File: config.mk
export PLATFORM = sky130hd
export DESIGN_NAME = spdif_sample_fifo
export DESIGN_NICKNAME = d
export VERILOG_FILES = /design/src/rtl/spdif_sample_fifo.sv
export SDC_FILE = /design/constraint.sdc
export NUM_CORES = 1
export LEC_CHECK = 0
export BUFFER_PORTS_ARGS = -buffer_cell sky130_fd_sc_hd__buf_2
export CAP_MARGIN = 40
export CORE_AREA = 2 2 305 232
export DETAILED_ROUTE_END_ITERATION = 12
export DIE_AREA = 0 0 307 234
export SYNTH_ARGS = -nofsm -noshare
export SYNTH_HDL_FRONTEND = slang
export SYNTH_SLANG_ARGS = --single-unit
export TNS_END_PERCENT = 50
File: constraint.sdc
create_clock -name clk_i -period 6.4 [get_ports clk_i]
set_input_delay 1.28 -clock clk_i [delete_from_list [all_inputs] [get_ports clk_i]]
set_output_delay 1.28 -clock clk_i [all_outputs]
set_load 0.01 [all_outputs]
File: src/rtl/spdif_sample_fifo.sv
// spdif_sample_fifo: primed stereo sample FIFO with underrun handling, mute and underrun stats for the S/PDIF transmitter
module spdif_sample_fifo #(
  parameter int DEPTH_LOG2 = 4,
  parameter bit HOLD_ON_EMPTY = 1'b1
) (
  input  logic                  clk_i,
  input  logic                  rst_i,
  input  logic [15:0]           in_l_i,
  input  logic [15:0]           in_r_i,
  input  logic                  in_valid_i,
  output logic                  in_ready_o,
  input  logic                  sample_req_i,
  input  logic                  mute_i,
  output logic [15:0]           audio_l_o,
  output logic [15:0]           audio_r_o,
  output logic [DEPTH_LOG2:0]   level_o,
  output logic                  running_o,
  output logic                  underrun_o,
  output logic [15:0]           underrun_cnt_o,
  input  logic                  clr_stats_i
);
  localparam int DEPTH = 1 << DEPTH_LOG2;
  localparam logic [DEPTH_LOG2:0] FULL = {1'b1, {DEPTH_LOG2{1'b0}}};
  localparam logic [DEPTH_LOG2:0] HALF = {2'b01, {(DEPTH_LOG2-1){1'b0}}};
  typedef enum logic {FILL, RUN} state_t;
  state_t state_q, state_d;
  logic [31:0] mem [DEPTH];
  logic [DEPTH_LOG2-1:0] wptr_q, rptr_q;
  logic [DEPTH_LOG2:0] level_q;
  logic push, pop, urun;
  assign in_ready_o = level_q != FULL;
  assign push = in_valid_i && in_ready_o;
  assign pop = state_q == RUN && sample_req_i && level_q != '0;
  assign urun = state_q == RUN && sample_req_i && level_q == '0;
  assign level_o = level_q;
  assign running_o = state_q == RUN;
  always_comb begin
    state_d = state_q;
    state_d = state_q == FILL ? (level_q >= HALF ? RUN : FILL) : (urun ? FILL : RUN);
  end
  always_ff @(posedge clk_i) begin
    if (push) mem[wptr_q] <= {in_r_i, in_l_i};
  end
  always_ff @(posedge clk_i) begin
    if (rst_i) begin
      state_q <= FILL;
      wptr_q <= '0;
      rptr_q <= '0;
      level_q <= '0;
      audio_l_o <= '0;
      audio_r_o <= '0;
      underrun_o <= 1'b0;
      underrun_cnt_o <= '0;
    end else begin
      state_q <= state_d;
      wptr_q <= wptr_q + DEPTH_LOG2'(push);
      rptr_q <= rptr_q + DEPTH_LOG2'(pop);
      level_q <= level_q + (DEPTH_LOG2+1)'(push) - (DEPTH_LOG2+1)'(pop);
      if (pop) {audio_r_o, audio_l_o} <= mute_i ? 32'd0 : mem[rptr_q];
      else if (sample_req_i && !HOLD_ON_EMPTY) {audio_r_o, audio_l_o} <= 32'd0;
      underrun_o <= urun;
      underrun_cnt_o <= clr_stats_i ? 16'd0 : (urun && underrun_cnt_o != 16'hFFFF) ? underrun_cnt_o + 16'd1 : underrun_cnt_o;
    end
  end
endmodule

==> metrics.cfg <==
[run_status]
status = finished, final reports clean

[placement]
dp_cells = 2023
place_area_mm2 = 0.0237
dp_hpwl_um = 27600
port_buffers = 93
gp_congestion = 0.763

[sta]
setup_viol = 0
rsz0062_at_grt = false
worst_slew_pin_slew_ns = 0.872
max_freq_mhz = 322
slew_headroom_pct = 41.9
final.setup.tns_ns = 0
skew_ns = 0.0226
period_needed_ns = 3.11
finalHoldViolations = 0
slew_viol_final = 0
fin_crit_sh_pct = 48.6

[setup_path]
cp-start-kind = flip-flop
worstPathRequired_ns = 5.12
crit_arrival_ns = 1.83
worstPathMaxFanout = 3
cpMaxStageDelayCell = or4bb_1
timing.rr.start = level_o[2]
cp_num_buf_inv = 2
ff2ff_path_depth = 13
r2r-end = level_o[4]
regToRegSetupSlack_ns = 3.35
critPathKind = reg2out
critical-path-max-stage-delay_ns = 0.43
endpoint_kind = output pin
crit_chain = inv_1 > ha_1 > or4bb_1 > buf_2
crit_family = simple AND/OR/NAND/NOR gates

[yosys]
synth_xor_area_share_pct = 0.240
synthTopCellsByArea = edfxtp_1 (70%), mux4_2 (13%), dfxtp_1 (5.8%)
synth.cell_area_mm2 = 0.0219
synthSimpleGateAreaFrac_pct = 2.49
synth-edff-count = 512
synth_top_area_share_pct = 70.3
synth_seq_cells = 575
syn_avg_cell_area_um2 = 20.8
synthArstFlopShare_pct = 0
synth_cell_types = 44
yosysTopAreaCell = edfxtp_1
syn_nets = 1104
synth_top_family_by_area = multiplexers
synth_flop_cell = edfxtp_1
synth_fa_ha_area_share_pct = 0.835
ys_warn_count = 0
synth_compound_area_share_pct = 3.07
synth.area.mux_share_pct = 16.2
yosysSeqAreaShare_pct = 76.1
syn_inst = 1052

[floorplan]
dieArea_mm2 = 0.0718
die_x_um = 307
initial_core_util_pct = 31.6
io_pins = 94
rows = 84
die_h_um = 234
core-area_mm2 = 0.0692

[grt]
grt_max_degree = 102
first_global_vias = 10600
grt_use_total_pct = 13.3
grt_first_pass_wirelength_um = 70700
antenna_found_initial = 1
overflow = 0

[cts]
htreeDepth = 2
cts_root_buffer = clkbuf_16
post_cts_resized = 0
cts_buffers = 54
hold_buffers = 0
worstSkewPairLatency_ns = 0.62
cts_tree = yes
post_cts_buffers = 0
cts.sinks = 575
clkTransAtPathRegs_ns = 0.07
cts.path.max_buffers = 3

[worst_hold_path]
whs_path_depth = 2
whs_endpoint = audio_l_o[4]
min_from = audio_l_o[4]
min_path_type = reg2reg

[route]
post-route-drc-count = 0
antenna_left = 0
vias_per_cell = 5.02
dr.first_iter.drc_count = 802
post_drt_wl_per_cell_um = 22.5
vias = 10700
routed_wl_um = 47800
drtPass1Iterations = 4

[layout]
fin_area_mm2 = 0.0255
fin_cells = 2126
fin_util_pct = 36.8
layout_commonest_cell = edfxtp_1
syn_to_final_growth_pct = 16.4
n_antenna_cell = 0
drive_above_1_share_pct = 28.7
mostFrequentLayoutCells = edfxtp_1 (512), mux4_2 (128), buf_2 (93), mux2i_1 (65), dfxtp_1 (60)
final_nets = 1229

[power_and_ir_drop]
power_density_mw_per_mm2 = 334
power.leakage_nw = 7.88
irDropWorstVdd_mv = 0.197

[flow_run]
maxCapViolations = 0

==> worst register-to-register path: stages, from the launching register on <==
cell      delay (ns)
dfxtp_1         0.33
inv_1           0.11
ha_1            0.19
nor4b_1         0.60
nor2_1          0.23
ha_1            0.34
inv_1           0.06
ha_1            0.16
inv_1           0.05
fa_1            0.38
nand2b_1        0.15
a21oi_1         0.16
or3_1           0.12
a21oi_1         0.05
==> cell usage after synthesis (8+ instances only) <==
library cell / number
nand2_1: 11
buf_2: 11
a21oi_1: 15
edfxtp_1: 512
dfxtp_1: 63
a2bb2oi_1: 32
ha_1: 13
nand3_1: 10
mux2i_1: 65
o31ai_1: 8
mux4_2: 128
nor2_1: 29
clkbuf_1: 35
inv_1: 12
o21ai_0: 35
or4_1: 11
==> sequential cells by signal, summed over array words and instances, names as in the netlist <==
name / flops
audio_l_o: 16
underrun_cnt_o: 16
rptr_q: 4
underrun_o: 1
running_o: 1
wptr_q: 4
audio_r_o: 16
level_o: 5
mem: 512
==> kinds of logic (layout without fill, tap and decap cells) <==
family	after synthesis	in the layout
flip-flops	575	575
multiplexers	193	193
AO/OA/AOI/OAI	100	100
AND/OR/NAND/NOR	100	100
buffers and inverters	64	235
adder cells (fa/ha/maj)	14	14
XOR/XNOR	6	6
==> final cells by class <==
type / instances / area, µm²
flip-flops and latches: 575 / 16600
multi-input cells: 413 / 5110
clock inverters: 27 / 279
repair buffers: 121 / 776
inverters: 12 / 45.0
clock buffers: 75 / 1470
fillers: 6324 / 43700
well taps: 903 / 1130
==> power breakdown <==
group / switching [mW] / internal, mW / total [mW]
Clock: 1.39 / 1.78 / 3.17
Sequential: 0.0920 / 4.23 / 4.32
Combinational: 0.520 / 0.492 / 1.01
Total: 2.01 / 6.50 / 8.50
==> metrics by stage <==
step,total power [mW],hold WS (ns),worst slack [ns]
global route,8.84,0.484,3.12
detailed placement,5.44,0.456,2.90
CTS,8.61,0.471,3.25
global placement,5.42,0.446,2.69
finish,8.50,0.465,3.29
floorplan,5.10,0.492,2.02
==> layer usage <==
metal  wire length [µm]  GRT usage [%]  part of all wire (%)  vias to the layer above
met5                 11              0                 0.023                        -
met4                909           3.69                   1.9                        2
met3               2720           2.60                   5.7                       64
met2              22000           20.6                    46                      307
met1              22100           19.2                    46                     5661
li1                   -              -                     -                     4633
==> how the worst max path moves through the flow <==
stage               start           to  slack (ns)  cells past startpoint
2_1_floorplan  in_valid_i    mem[0][0]        2.02                      3
3_3_place_gp   in_valid_i    mem[2][4]        2.69                      6
3_5_place_dp   in_valid_i  mem[15][25]        2.90                      6
4_1_cts        level_o[2]   in_ready_o        3.25                      4
5_1_grt        level_o[3]   level_o[4]        3.12                     13
6_report       level_o[2]   in_ready_o        3.29                      4
Power figures use the tool's default switching activity.
